## config.mk

```make
export PLATFORM = sky130hd
export DESIGN_NAME = axi_rw_arbiter
export DESIGN_NICKNAME = d
export VERILOG_FILES = /design/src/rtl/axi_rw_arbiter.sv
export SDC_FILE = /design/constraint.sdc
export NUM_CORES = 2
export LEC_CHECK = 0
export BUFFER_PORTS_ARGS = -buffer_cell sky130_fd_sc_hd__clkbuf_2
export CORE_AREA = 2 2 331 333
export DETAILED_ROUTE_END_ITERATION = 8
export DIE_AREA = 0 0 333 335
export PLACE_DENSITY_LB_ADDON = 0.3
export SLEW_MARGIN = 20
export SYNTH_ARGS = -nofsm -noshare
export SYNTH_HDL_FRONTEND = slang
export SYNTH_SLANG_ARGS = --single-unit
```

## constraint.sdc

```tcl
create_clock -name clk -period 24.4 [get_ports clk]
set_input_delay 3.66 -clock clk [delete_from_list [all_inputs] [get_ports clk]]
set_output_delay 3.66 -clock clk [all_outputs]
set_load 0.01 [all_outputs]
```

## src/rtl/axi_rw_arbiter.sv

```systemverilog
// axi_rw_arbiter: shares one AXI4 master port between two requesters
// (m0 = icache refill, m1 = dcache / uncached device). One complete read
// (AR->R) or write (AW->W->B) transaction runs per grant.
// Optional feature macro: AXI_ARB_RR_EN selects round-robin tie-breaking;
// when it is undefined m1 always wins simultaneous requests.
module axi_rw_arbiter #(
   parameter int LINE_BEATS = 2,
   parameter int ID_W       = 4
) (
   input  logic            clk,
   input  logic            rst,
   input  logic            m0_req,
   input  logic            m0_wen,
   input  logic            m0_dev,
   input  logic [2:0]      m0_size,
   input  logic [31:0]     m0_addr,
   input  logic [127:0]    m0_wdata,
   input  logic [7:0]      m0_wstrb,
   output logic            m0_done,
   output logic [127:0]    m0_rdata,
   output logic            m0_err,
   input  logic            m1_req,
   input  logic            m1_wen,
   input  logic            m1_dev,
   input  logic [2:0]      m1_size,
   input  logic [31:0]     m1_addr,
   input  logic [127:0]    m1_wdata,
   input  logic [7:0]      m1_wstrb,
   output logic            m1_done,
   output logic [127:0]    m1_rdata,
   output logic            m1_err,
   output logic            aw_valid,
   input  logic            aw_ready,
   output logic [31:0]     aw_addr,
   output logic [ID_W-1:0] aw_id,
   output logic [7:0]      aw_len,
   output logic [2:0]      aw_size,
   output logic [1:0]      aw_burst,
   output logic            w_valid,
   input  logic            w_ready,
   output logic [63:0]     w_data,
   output logic [7:0]      w_strb,
   output logic            w_last,
   input  logic            b_valid,
   output logic            b_ready,
   input  logic [1:0]      b_resp,
   output logic            ar_valid,
   input  logic            ar_ready,
   output logic [31:0]     ar_addr,
   output logic [ID_W-1:0] ar_id,
   output logic [7:0]      ar_len,
   output logic [2:0]      ar_size,
   output logic [1:0]      ar_burst,
   input  logic            r_valid,
   output logic            r_ready,
   input  logic [63:0]     r_data,
   input  logic [1:0]      r_resp,
   input  logic            r_last
);

   typedef enum logic [2:0] {S_IDLE, S_AR, S_R, S_AW, S_W, S_B, S_DONE} state_t;

   state_t         state;
   logic           gnt;        // port currently being served
   logic           dev;        // current transaction is a single-beat device access
   logic           err_acc;    // OR of resp[1] seen so far
   logic [7:0]     cnt;        // beat counter (R: beats stored, W: beats presented)
   logic [127:0]   rbuf;
   logic [127:0]   rbuf_nxt;
   logic [127:0]   wbuf;       // remaining write beats, lowest beat in [63:0]

   logic           gnt_nxt;
   logic           sel_wen, sel_dev;
   logic [2:0]     sel_size;
   logic [31:0]    sel_addr, ax_addr;
   logic [127:0]   sel_wdata;
   logic [7:0]     sel_wstrb;
   logic [7:0]     ax_len;
   logic [2:0]     ax_size;

`ifdef AXI_ARB_RR_EN
   logic last_gnt;

   // remember the most recent grant so that ties alternate; m0 wins the first tie
   always_ff @(posedge clk or posedge rst)
      if (rst)                                   last_gnt <= 1'b1;
      else if (state == S_IDLE && (m0_req || m1_req)) last_gnt <= gnt_nxt;

   assign gnt_nxt = (m0_req && m1_req) ? ~last_gnt : m1_req;
`else
   assign gnt_nxt = m1_req;
`endif

   assign sel_wen   = gnt_nxt ? m1_wen   : m0_wen;
   assign sel_dev   = gnt_nxt ? m1_dev   : m0_dev;
   assign sel_size  = gnt_nxt ? m1_size  : m0_size;
   assign sel_addr  = gnt_nxt ? m1_addr  : m0_addr;
   assign sel_wdata = gnt_nxt ? m1_wdata : m0_wdata;
   assign sel_wstrb = gnt_nxt ? m1_wstrb : m0_wstrb;

   // line bursts are 16-byte aligned 64-bit INCR bursts; device accesses pass through
   assign ax_addr = sel_dev ? sel_addr : {sel_addr[31:4], 4'h0};
   assign ax_len  = sel_dev ? 8'd0 : 8'(LINE_BEATS - 1);
   assign ax_size = sel_dev ? sel_size : 3'd3;

   // read buffer with the beat currently on the R channel merged in;
   // beats past the line length are dropped
   always_comb begin
      rbuf_nxt = rbuf;
      for (int k = 0; k < 2; k++)
         if (k < LINE_BEATS && cnt == 8'(k)) rbuf_nxt[k*64 +: 64] = r_data;
   end

   // transaction FSM; every AXI and requester output is a register of this block
   always_ff @(posedge clk or posedge rst) begin
      if (rst) begin
         state    <= S_IDLE;
         gnt      <= 1'b0;
         dev      <= 1'b0;
         err_acc  <= 1'b0;
         cnt      <= '0;
         rbuf     <= '0;
         wbuf     <= '0;
         m0_done  <= 1'b0;
         m1_done  <= 1'b0;
         m0_rdata <= '0;
         m1_rdata <= '0;
         m0_err   <= 1'b0;
         m1_err   <= 1'b0;
         aw_valid <= 1'b0;
         aw_addr  <= '0;
         aw_id    <= '0;
         aw_len   <= '0;
         aw_size  <= '0;
         aw_burst <= '0;
         w_valid  <= 1'b0;
         w_data   <= '0;
         w_strb   <= '0;
         w_last   <= 1'b0;
         b_ready  <= 1'b0;
         ar_valid <= 1'b0;
         ar_addr  <= '0;
         ar_id    <= '0;
         ar_len   <= '0;
         ar_size  <= '0;
         ar_burst <= '0;
         r_ready  <= 1'b0;
      end else begin
         case (state)
            S_IDLE: begin
               if (m0_req || m1_req) begin
                  gnt     <= gnt_nxt;
                  dev     <= sel_dev;
                  err_acc <= 1'b0;
                  cnt     <= '0;
                  rbuf    <= '0;
                  wbuf    <= sel_wdata;
                  if (sel_wen) begin
                     aw_valid <= 1'b1;
                     aw_addr  <= ax_addr;
                     aw_id    <= ID_W'(gnt_nxt);
                     aw_len   <= ax_len;
                     aw_size  <= ax_size;
                     aw_burst <= 2'b01;
                     w_strb   <= sel_dev ? sel_wstrb : 8'hFF;
                     state    <= S_AW;
                  end else begin
                     ar_valid <= 1'b1;
                     ar_addr  <= ax_addr;
                     ar_id    <= ID_W'(gnt_nxt);
                     ar_len   <= ax_len;
                     ar_size  <= ax_size;
                     ar_burst <= 2'b01;
                     state    <= S_AR;
                  end
               end
            end
            S_AR: begin
               if (ar_ready) begin
                  ar_valid <= 1'b0;
                  r_ready  <= 1'b1;
                  state    <= S_R;
               end
            end
            S_R: begin
               if (r_valid) begin
                  rbuf    <= rbuf_nxt;
                  err_acc <= err_acc | r_resp[1];
                  if (cnt < 8'(LINE_BEATS)) cnt <= cnt + 8'd1;
                  if (r_last) begin
                     r_ready <= 1'b0;
                     state   <= S_DONE;
                     if (gnt) begin
                        m1_done  <= 1'b1;
                        m1_err   <= err_acc | r_resp[1];
                        m1_rdata <= dev ? {64'd0, rbuf_nxt[63:0]} : rbuf_nxt;
                     end else begin
                        m0_done  <= 1'b1;
                        m0_err   <= err_acc | r_resp[1];
                        m0_rdata <= dev ? {64'd0, rbuf_nxt[63:0]} : rbuf_nxt;
                     end
                  end
               end
            end
            S_AW: begin
               if (aw_ready) begin
                  aw_valid <= 1'b0;
                  w_valid  <= 1'b1;
                  w_data   <= wbuf[63:0];
                  wbuf     <= wbuf >> 64;
                  w_last   <= dev || (LINE_BEATS == 1);
                  cnt      <= 8'd1;
                  state    <= S_W;
               end
            end
            S_W: begin
               if (w_ready) begin
                  if (w_last) begin
                     w_valid <= 1'b0;
                     w_last  <= 1'b0;
                     b_ready <= 1'b1;
                     state   <= S_B;
                  end else begin
                     w_data <= wbuf[63:0];
                     wbuf   <= wbuf >> 64;
                     w_last <= (cnt == 8'(LINE_BEATS - 1));
                     cnt    <= cnt + 8'd1;
                  end
               end
            end
            S_B: begin
               if (b_valid) begin
                  b_ready <= 1'b0;
                  state   <= S_DONE;
                  if (gnt) begin
                     m1_done <= 1'b1;
                     m1_err  <= err_acc | b_resp[1];
                  end else begin
                     m0_done <= 1'b1;
                     m0_err  <= err_acc | b_resp[1];
                  end
               end
            end
            S_DONE: begin
               m0_done <= 1'b0;
               m1_done <= 1'b0;
               m0_err  <= 1'b0;
               m1_err  <= 1'b0;
               state   <= S_IDLE;
            end
            default: state <= S_IDLE;
         endcase
      end
   end

endmodule

```

==> flow_metrics.tcl <==
set metrics [dict create \
    first_pass_iters 5 \
    grt_pass1_wl_microns 149000 \
    seqCellArea_sq_um 17100 \
    clock-sinks 684 \
    n_fill_cell 11100 \
    post_cts_buffers 0 \
    grtUsageTotal 0.176 \
    drive_above_1_share 0.351 \
    cts_tree "yes" \
    synth.area.top_cells "dfrtp_1, mux2i_1, mux2_2, nand2_1, o21ai_0" \
    powerDensity_nw_per_um2 138 \
    status "complete, no violations" \
    max_slew.worst_pin.slew_ns 1.05 \
    slowest_delay_ns 0.87 \
    period_share 0.268 \
    crit_family "buffers and inverters" \
    endpoint_kind "register" \
    start_util 0.270 \
    power_uw 5140 \
    antenna_found_initial 10 \
    via_per_inst 4.66 \
    hold_buffers 0 \
    numCtsBuffers 79 \
    routed-via-count 22500 \
    crit_required_ns 24.88 \
    grt_remaining_overflow 0 \
    first_iter_violations 1400 \
    synth_common_cells "dfrtp_1, nand2_1, o21ai_0" \
    yosysMostFrequentCell "dfrtp_1" \
    numPortBuffers 835 \
    hold_violations 0 \
    hpwl_microns 71800 \
    cts_max_level 3 \
    ys_seq_elements 684 \
    grt_max_degree 168 \
    final_antenna_net_count 0 \
    final-max-slew-violation-count 0 \
    clockRootBuffer "clkbuf_16" \
    final-setup-viol-count 0 \
    ios 860 \
    grt_pass1_vias 22600 \
    drt-total-wl_microns 100000 \
    swShare 0.394 \
    synth_edf_count 0 \
    internal-power_uw 3120 \
    relSlewSlack 0.292 \
    syn2layout_area_growth_pct 27.8 \
    drc 0 \
    path_cells "buf_8, nor4_1, o21ai_1, nand3_4, buf_4, buf_4, o21ai_0" \
    wl_per_cell_microns 20.7 \
    postLayoutCoreUtil 0.345 \
    fin_crit_ns 6.55 \
    synthCells 2601 \
    crit_buf_inv 3 \
    critPathArrivalTime_ns 7.03 \
    critPathKind "input port to register" \
    async_flop_share 1.00 \
    fin_skew_ns 0.0505 \
    vdd_drop_max_mv 0.0747 \
    synth_flop_cell "dfrtp_1" \
    place.gp.congestion 0.833 \
    num_rows 121 \
    insertion_delay_ns 0.65 \
    ys_types 53 \
    synthDominantCellAreaShare 0.586 \
    multi_input_area_sq_um 11200 \
    yosysTopAreaCell "dfrtp_1" \
    drv_cap 0 \
    clock_path_buffers 3 \
    crit_path_frequent_cell "buf_4" \
    pwr-share-clk 0.242 \
    die_h_microns 335 \
    syn_area_per_cell_sq_um 11.2 \
    fmax_ghz 0.153 \
    finalSetupTns_ns 0 \
    power_leakage_uw 0.0188 \
    cp_max_fo 111 \
    dieWidth_microns 333 \
    slowest_stage "buf_4" \
    netlist_area_sq_um 29200 \
    cts_resized 0 \
    critPathLaunchType "input port" \
    clkSlewWorstSetupHoldPaths_ns 0.06 \
    sequentialPowerShare 0.375 \
    hold_class "register to register" \
    comb_power_share 0.383 \
    num-nets-final 3781 \
    ys_warn_count 0 \
    die_area_sq_um 112000 \
    yosysSeqAreaShare 0.586 \
    rsz0062_at_grt "false" \
    p_sw_uw 2030 \
    core_area_sq_um 108000 \
]
## kinds of logic after synthesis
| logic type | share of synthesized area |
|---|---|
| adder cells (fa/ha/maj) | 0.00129 |
| other | 0.000128 |
| flip-flops | 0.586 |
| buffers and inverters | 0.0371 |
| AND/OR/NAND/NOR | 0.0829 |
| AO/OA/AOI/OAI | 0.135 |
| multiplexers | 0.157 |
## flip-flops by register name (all words and copies together), names as in the netlist, 3 cells and up
name      cells
m0_rdata    128
m1_rdata    128
rbuf        128
wbuf        128
w_data       64
ar_addr      32
aw_addr      32
cnt           8
w_strb        8
ar_size       3
aw_size       3
state         3
## cells in the final DEF, fill, tap and decap left out, types with 3 or more instances in the layout
cell type / netlist / layout
inv_1: 10 / 9
diode_2: 0 / 6
nand2b_1: 5 / 5
clkinv_2: 0 / 5
bufinv_16: 0 / 7
nand3_1: 6 / 3
conb_1: 1 / 22
dfrtp_1: 684 / 683
ha_1: 3 / 3
o21ai_0: 269 / 269
a21oi_1: 140 / 139
nand2_1: 484 / 482
a31oi_1: 12 / 12
nor2_1: 90 / 86
nor2b_1: 5 / 5
nand3_4: 0 / 3
clkbuf_1: 97 / 17
clkbuf_8: 0 / 21
mux2_2: 186 / 186
mux2i_1: 233 / 233
clkbuf_16: 0 / 79
o22ai_1: 3 / 3
nor2_4: 0 / 4
mux2_1: 14 / 14
clkbuf_2: 0 / 834
o21ai_1: 3 / 3
o31ai_1: 70 / 70
a22o_1: 128 / 128
nand4_1: 3 / 3
buf_4: 23 / 30
or2_2: 2 / 3
## per-stage QoR
stage | setup WS (ns) | cells | cell area [sq um] | hold WS (ns)
after detailed placement | 17.18 | 4686 | 34500 | 0.459
final | 17.85 | 4832 | 37300 | 0.469
after global placement | 17.21 | 4686 | 34500 | 0.454
after CTS | 17.88 | 4825 | 37300 | 0.473
after floorplan | 1.56 | 2622 | 29300 | 0.443
after global routing | 17.41 | 4830 | 37300 | 0.487
## final timing paths
check / start / slack (ns) / cells past startpoint / endpoint
setup / recovery: m1_req / 17.85 / 7 / wbuf[21]
hold / removal: wbuf[81] / 0.47 / 2 / wbuf[81]
setup reg to reg: cnt[3] / 20.19 / 7 / rbuf[9]
hold reg to reg: wbuf[81] / 0.47 / 2 / wbuf[81]
max in group asynchronous: rst / 17.98 / 5 / m0_rdata[54]
min in group asynchronous: rst / 3.18 / 2 / wbuf[39]
## routing by layer
layer,up-vias,GRT usage,routed length (microns)
met5,-,0,23
met4,4,0.0715,3830
met3,176,0.0496,7350
met2,730,0.281,46800
met1,11000,0.223,42000
li1,10600,-,-
## power by group through the flow
| stage | Clock, uW | Combinational, uW | Sequential, uW |
|---|---|---|---|
| after global placement | 0 | 1990 | 1930 |
| after CTS | 1280 | 2010 | 1930 |
| after global routing | 1320 | 2180 | 2000 |
| after detailed placement | 0 | 2010 | 1940 |
| final | 1240 | 1970 | 1930 |
| after floorplan | 0 | 1090 | 2020 |
## final cells by class
type	count	share of cell area
antenna	6	0.000403
inverter	10	0.00121
sequential	684	0.459
clock buffer	117	0.0625
multi-input combinational	1712	0.299
tap	1414	0.0474
timing repair buffer	867	0.120
clock inverter	22	0.0108
## worst register-to-register path, stage by stage, from the launching register on
cell and delay (ns):
dfrtp_1 0.43, nor4_1 0.91, nand3_4 0.62, nor2_4 0.57, buf_4 0.68, nor2_4 0.02
buf_4 0.32, a22o_1 0.54
(Power assumes the default switching activity.)
